==> src/rtl/charram_dram_pkg.sv <==
// Shared types and geometry for the 4416-style character DRAM controller.
package charram_dram_pkg;

    localparam int ROW_W  = 8;
    localparam int COL_W  = 6;
    localparam int DATA_W = 4;
    localparam int ADDR_W = ROW_W + COL_W;

    typedef enum logic [2:0] {
        ST_IDLE,
        ST_ROW,
        ST_COL,
        ST_ACC,
        ST_RFSH,
        ST_PRE
    } state_t;

    // Column goes out on the middle six pins of the multiplexed bus.
    function automatic logic [ROW_W-1:0] col_addr(input logic [COL_W-1:0] col);
        return {1'b0, col, 1'b0};
    endfunction

endpackage

==> src/rtl/charram_dram_ctrl_rfsh_timer.sv <==
// Refresh interval counter with a single-deep pending flag and
// a sticky overrun flag for refreshes that could not be queued.
module charram_rfsh_timer #(
    parameter int EN       = 1,
    parameter int INTERVAL = 128
) (
    input  logic clk,
    input  logic rst_n,
    input  logic clr,
    output logic pending,
    output logic overrun
);

    localparam int CNT_W = $clog2(INTERVAL);

    logic [CNT_W-1:0] cnt;
    logic             tc;

    assign tc = (EN != 0) && (cnt == CNT_W'(INTERVAL - 1));

    always_ff @(posedge clk or negedge rst_n) begin
        if (!rst_n) begin
            cnt     <= '0;
            pending <= 1'b0;
            overrun <= 1'b0;
        end else begin
            if (EN != 0) begin
                cnt <= tc ? '0 : cnt + 1'b1;
            end
            // A fresh terminal count wins over the FSM taking the old one.
            if (tc) begin
                pending <= 1'b1;
            end else if (clr) begin
                pending <= 1'b0;
            end
            if (tc && pending && !clr) begin
                overrun <= 1'b1;
            end
        end
    end

endmodule

==> src/rtl/charram_dram_ctrl.sv <==
// Single-nibble req/ack front end for one 16k x 4 charram plane:
// row/column strobe sequencing plus RAS-only refresh.
module charram_dram_ctrl
    import charram_dram_pkg::*;
#(
    parameter int PRECHARGE_CYCLES   = 1,
    parameter int REFRESH_EN         = 1,
    parameter int REFRESH_INTERVAL   = 128,
    parameter int REFRESH_RAS_CYCLES = 2
) (
    input  logic              i_MCLK,
    input  logic              i_RST_n,
    input  logic              i_REQ,
    input  logic              i_WE,
    input  logic [ADDR_W-1:0] i_ADDR,
    input  logic [DATA_W-1:0] i_WDATA,
    output logic [DATA_W-1:0] o_RDATA,
    output logic              o_ACK,
    output logic              o_BUSY,
    output logic [ROW_W-1:0]  o_DRAM_ADDR,
    output logic [DATA_W-1:0] o_DRAM_DOUT,
    input  logic [DATA_W-1:0] i_DRAM_DIN,
    output logic              o_RAS_n,
    output logic              o_CAS_n,
    output logic              o_WR_n,
    output logic              o_RD_n,
    output logic              o_RFSH_OVERRUN
);

    localparam int MAXC  = (PRECHARGE_CYCLES > REFRESH_RAS_CYCLES) ?
                           PRECHARGE_CYCLES : REFRESH_RAS_CYCLES;
    localparam int CNT_W = $clog2(MAXC + 1);

    state_t             state, state_nx;
    logic [CNT_W-1:0]   cnt, cnt_nx;
    logic [COL_W-1:0]   col_q;
    logic [DATA_W-1:0]  wdata_q;
    logic               we_q;
    logic               is_rfsh;
    logic [ROW_W-1:0]   rrow;
    logic               pending;
    logic               clr;
    logic               accept;
    logic               ack_nx;
    logic               rd_cap;
    logic               rrow_inc;
    logic               ras_nx, cas_nx, wr_nx, rd_nx;
    logic [ROW_W-1:0]   addr_nx;
    logic [DATA_W-1:0]  dout_nx;

    charram_rfsh_timer #(
        .EN       (REFRESH_EN),
        .INTERVAL (REFRESH_INTERVAL)
    ) u_rfsh_timer (
        .clk     (i_MCLK),
        .rst_n   (i_RST_n),
        .clr     (clr),
        .pending (pending),
        .overrun (o_RFSH_OVERRUN)
    );

    always_comb begin
        state_nx = state;
        cnt_nx   = cnt;
        clr      = 1'b0;
        accept   = 1'b0;
        ack_nx   = 1'b0;
        rd_cap   = 1'b0;
        rrow_inc = 1'b0;
        unique case (state)
            ST_IDLE: begin
                if (pending) begin
                    clr      = 1'b1;
                    cnt_nx   = '0;
                    state_nx = ST_RFSH;
                end else if (i_REQ && !o_ACK) begin
                    accept   = 1'b1;
                    state_nx = ST_ROW;
                end
            end
            ST_ROW: state_nx = ST_COL;
            ST_COL: state_nx = ST_ACC;
            ST_ACC: begin
                cnt_nx   = '0;
                state_nx = ST_PRE;
            end
            ST_RFSH: begin
                if (cnt == CNT_W'(REFRESH_RAS_CYCLES - 1)) begin
                    cnt_nx   = '0;
                    rrow_inc = 1'b1;
                    state_nx = ST_PRE;
                end else begin
                    cnt_nx = cnt + 1'b1;
                end
            end
            ST_PRE: begin
                if (cnt == '0 && !is_rfsh) begin
                    ack_nx = 1'b1;
                    rd_cap = !we_q;
                end
                if (cnt == CNT_W'(PRECHARGE_CYCLES - 1)) begin
                    state_nx = ST_IDLE;
                end else begin
                    cnt_nx = cnt + 1'b1;
                end
            end
            default: state_nx = ST_IDLE;
        endcase
    end

    // Pin values for the state being entered, so every pin is a flop.
    always_comb begin
        ras_nx  = !(state_nx inside {ST_ROW, ST_COL, ST_ACC, ST_RFSH});
        cas_nx  = !(state_nx inside {ST_COL, ST_ACC});
        wr_nx   = !(state_nx == ST_ACC && we_q);
        rd_nx   = !(state_nx == ST_ACC && !we_q);
        dout_nx = (state_nx == ST_ACC && we_q) ? wdata_q : o_DRAM_DOUT;
        unique case (state_nx)
            ST_ROW:  addr_nx = i_ADDR[ROW_W-1:0];
            ST_COL:  addr_nx = col_addr(col_q);
            ST_RFSH: addr_nx = rrow;
            default: addr_nx = o_DRAM_ADDR;
        endcase
    end

    always_ff @(posedge i_MCLK or negedge i_RST_n) begin
        if (!i_RST_n) begin
            state       <= ST_IDLE;
            cnt         <= '0;
            col_q       <= '0;
            wdata_q     <= '0;
            we_q        <= 1'b0;
            is_rfsh     <= 1'b0;
            rrow        <= '0;
            o_ACK       <= 1'b0;
            o_RDATA     <= '0;
            o_DRAM_ADDR <= '0;
            o_DRAM_DOUT <= '0;
            o_RAS_n     <= 1'b1;
            o_CAS_n     <= 1'b1;
            o_WR_n      <= 1'b1;
            o_RD_n      <= 1'b1;
        end else begin
            state <= state_nx;
            cnt   <= cnt_nx;
            if (accept) begin
                col_q   <= i_ADDR[ADDR_W-1:ROW_W];
                wdata_q <= i_WDATA;
                we_q    <= i_WE;
                is_rfsh <= 1'b0;
            end else if (clr) begin
                is_rfsh <= 1'b1;
            end
            rrow        <= rrow + {{(ROW_W-1){1'b0}}, rrow_inc};
            o_ACK       <= ack_nx;
            if (rd_cap) begin
                o_RDATA <= i_DRAM_DIN;
            end
            o_DRAM_ADDR <= addr_nx;
            o_DRAM_DOUT <= dout_nx;
            o_RAS_n     <= ras_nx;
            o_CAS_n     <= cas_nx;
            o_WR_n      <= wr_nx;
            o_RD_n      <= rd_nx;
        end
    end

    assign o_BUSY = (state != ST_IDLE);

endmodule

==> config.mk <==
export PLATFORM = sky130hd
export DESIGN_NAME = charram_dram_ctrl
export DESIGN_NICKNAME = d
export VERILOG_FILES = /design/src/rtl/charram_dram_pkg.sv /design/src/rtl/charram_dram_ctrl_rfsh_timer.sv /design/src/rtl/charram_dram_ctrl.sv
export SDC_FILE = /design/constraint.sdc
export NUM_CORES = 1
export LEC_CHECK = 0
export CAP_MARGIN = 20
export CORE_MARGIN = 10
export CORE_UTILIZATION = 51
export CTS_CLUSTER_SIZE = 30
export DETAILED_ROUTE_END_ITERATION = 8
export GPL_TIMING_DRIVEN = 0
export PLACE_DENSITY = 0.84
export SYNTH_ARGS = -nofsm -noshare
export SYNTH_HDL_FRONTEND = slang
export SYNTH_SLANG_ARGS = --single-unit
==> constraint.sdc <==
create_clock -name i_MCLK -period 2.41 [get_ports i_MCLK]
set_clock_uncertainty 0.2 [all_clocks]
set_input_delay 0.6025 -clock i_MCLK [delete_from_list [all_inputs] [get_ports i_MCLK]]
set_output_delay 0.6025 -clock i_MCLK [all_outputs]
set_load 0.03 [all_outputs]
==> results of run 1 <==
[how the worst max path moves through the flow]
stage                                 endpoint  slack, ns                from
detailed placement  o_DRAM_ADDR[0]$_DFFE_PN0P_      -0.23               i_REQ
CTS                                     o_BUSY      0.007  state[2]$_DFF_PN0_
global placement        o_RDATA[3]$_DFFE_PN0P_      -1.10             i_RST_n
floorplan                 col_q[0]$_DFFE_PN0P_       0.34  state[2]$_DFF_PN0_
finish                                  o_RD_n       0.09    o_RD_n$_DFF_PN1_
global route                 rrow[7]$_DFF_PN0_    0.00008  cnt[1]$_DFFE_PN0P_
[cells by family (layout without fill, tap and decap cells)]
group | count (synthesis) | count (layout)
mux | 22 | 22
fa+ha+maj | 6 | 6
flops | 55 | 55
simple gates | 49 | 49
compound gates | 28 | 28
buf+inv | 19 | 76
xor+xnor | 12 | 12
[through the flow]
step                hold slack, ns  cell area (um2)  setup slack (ns)
floorplan                   0.1069             2404            0.3434
global placement            0.2495             2949            -1.096
detailed placement          0.2620             2964           -0.2292
CTS                        0.08091             3078          0.007161
global route               0.09051             3073        0.00008082
finish                     0.05258             3073           0.08742
[metal layers]
| layer | wire [um] | vias to the layer above | global-route usage (%) |
|---|---|---|---|
| met5 | 0 | - | 0 |
| met1 | 2129 | 845 | 16.78 |
| met2 | 2742 | 42 | 24.20 |
| met3 | 271 | 8 | 3.125 |
| li1 | - | 777 | - |
| met4 | 81 | 0 | 5.874 |
[power groups by stage]
stage	Sequential [W]	Combinational, W	Clock (W)
final	0.00146	0.00183	0.000613
after global routing	0.00150	0.00198	0.000657
after CTS	0.00146	0.00186	0.000626
after detailed placement	0.00147	0.00184	0
after global placement	0.00145	0.00180	0
after floorplan	0.00175	0.000909	0
[cell type report]
cell class,count,share of cell area (%)
multi-input combinational,117,30.05
tap,52,2.117
inverter,11,1.344
clock inverter,3,1.425
buffer,8,1.914
sequential,55,44.95
clock buffer,5,2.239
timing repair buffer,49,15.96
[state kept, by name, indices dropped and copies added, names as in the netlist, 2 cells and up]
register	flops
cnt	2
col_q	6
o_DRAM_ADDR	8
o_DRAM_DOUT	4
o_RDATA	4
rrow	8
state	3
u_rfsh_timer.cnt	7
wdata_q	4
[cells in the mapped netlist, types with 4 or more instances]
library cell and count:
nand2_1 5, a222oi_1 5, ha_1 6, a21oi_1 7, nor2_1 19, xor2_1 9
dfrtp_1 51, inv_1 11, mux2_4 6, nand3_1 5, mux2_2 15, dfstp_2 4
==> flow_summary.json, run 1 <==
{
  "synth_xor_area_share_pct": 4.373,
  "grt_first_pass_wirelength_mm": 8.707,
  "grt_overflow": 0,
  "crit_required_ns": 1.61,
  "layout_commonest_cell": "dfrtp_1",
  "synth_top_family_by_area": "multiplexers",
  "final_cells": 300,
  "synth_cell_types": 43,
  "yosysTopAreaCell": "dfrtp_1",
  "multi_input_area_um2": 923.4,
  "wl_mm": 5.224,
  "synth_area_um2": 2404,
  "track_usage_pct": 14.15,
  "p_sw_w": 0.001491,
  "comb_power_share_pct": 46.9,
  "final_cell_mix": "dfrtp_1, clkdlybuf4s50_1, nor2_1, mux2_2, inv_1",
  "r2r-end": "rrow[7]$_DFF_PN0_",
  "antenna_found_initial": 0,
  "core.rowCount": 24,
  "fillers": 324,
  "layout.area.seq_um2": 1381,
  "drcViolationCount": 0,
  "final_core_util_pct": 69.14,
  "switching_share_pct": 38.23,
  "io-pin-count": 49,
  "rsz0062_at_grt": "no",
  "cpMaxStageDelayCell": "clkdlybuf4s50_1",
  "worstSetupPathType": "register to output pin",
  "cts-root-buf": "clkbuf_8",
  "setup_tns_ns": 0,
  "gp_congestion": 0.7640,
  "grt_max_degree": 33,
  "finalHoldViolCount": 0,
  "seq_power_share_pct": 37.3,
  "antenna_left": 0,
  "internal-power_w": 0.002409,
  "path_cells": "clkdlybuf4s50_1",
  "synth.avg_cell_area_um2": 12.58,
  "cts_resized": 3,
  "worst_r2r_startpoint": "cnt[1]$_DFFE_PN0P_",
  "crit_fanout": 1,
  "avgRoutedWirePerCell_um": 17.41,
  "slew-limit-headroom_pct": 64.76,
  "clkSlewWorstSetupHoldPaths_ns": 0.10,
  "grt_pass1_vias": 1775,
  "synthArstFlopShare_pct": 100.0,
  "placed_cells": 292,
  "die_w_um": 88.65,
  "core_area_um2": 4444,
  "hold_path_class": "primary input to async pin",
  "cpLargestDelayFamily": "buffers and inverters",
  "synth_area_leaders": "dfrtp_1, mux2_2, dfstp_2, mux2_4, xor2_1",
  "place_hpwl_mm": 3.905,
  "htree_levels": 2,
  "end_kind": "output pin",
  "period_share_pct": 96.37,
  "ys.flop_type": "dfrtp_1",
  "clkPwrFrac_pct": 15.7,
  "synth_cells": 191,
  "dieArea_um2": 7859,
  "antenna_cells": 0,
  "status": "completed",
  "path_depth": 1,
  "firstDrtPassIters": 4,
  "synthMuxAreaShare_pct": 11.19,
  "ys_seq_area_share_pct": 57.47,
  "synth_nets": 223,
  "drive_gt1_share_pct": 18.95,
  "cp.arrival_ns": 1.52,
  "die_h_um": 88.65,
  "synth_simple_gate_area_share_pct": 10.72,
  "clock-sinks": 55,
  "leakage_nw": 1.376,
  "clock_latency_ns": 0.31,
  "vias": 1672,
  "synth_compound_area_share_pct": 9.006,
  "drt_iter0_drc": 101,
  "synth-seq-cells": 55,
  "cts_buffer_depth": 2,
  "synth_edf_count": 0,
  "area_delta_synth_final_pct": 27.85,
  "reg2regPathDepth": 9,
  "fin_nets": 279,
  "crit_buf_inv": 1,
  "crit_path_start_kind": "register",
  "synthAdderAreaFrac_pct": 3.123,
  "slew_viol_final": 0,
  "postCtsSetupRepairBufs": 0,
  "layout_min_cycle_time_ns": 2.323,
  "p_per_area_nw_per_um2": 1269,
  "via_per_inst": 5.573,
  "timing.fmax_mhz": 430.6,
  "cts_tree": "done",
  "rrSetupSlack_ns": 0.21,
  "yosysWarnings": 0,
  "slowest_delay_ns": 0.69,
  "total_power_w": 0.003900,
  "max_cap_violations": 0,
  "worst_pin_slew_ns": 0.5242,
  "cts-hold-fix-buffers": 0,
  "synth_top_area_share_pct": 53.10,
  "finalSetupViolCount": 0,
  "cts_buffers": 5,
  "io_buffers": 48,
  "start_util_pct": 54.08,
  "peakVddDrop_uv": 485.3
}
No activity file was read; power rests on OpenSTA's default activity.
==> run 2: changes to the inputs <==
--- a/config.mk
+++ b/config.mk
@@ -15,3 +15,4 @@
 export SYNTH_ARGS = -nofsm -noshare
 export SYNTH_HDL_FRONTEND = slang
 export SYNTH_SLANG_ARGS = --single-unit
+export TNS_END_PERCENT = 100
==> results of run 2 <==
Final layout, timing and power as in run 1 (identical DEF).
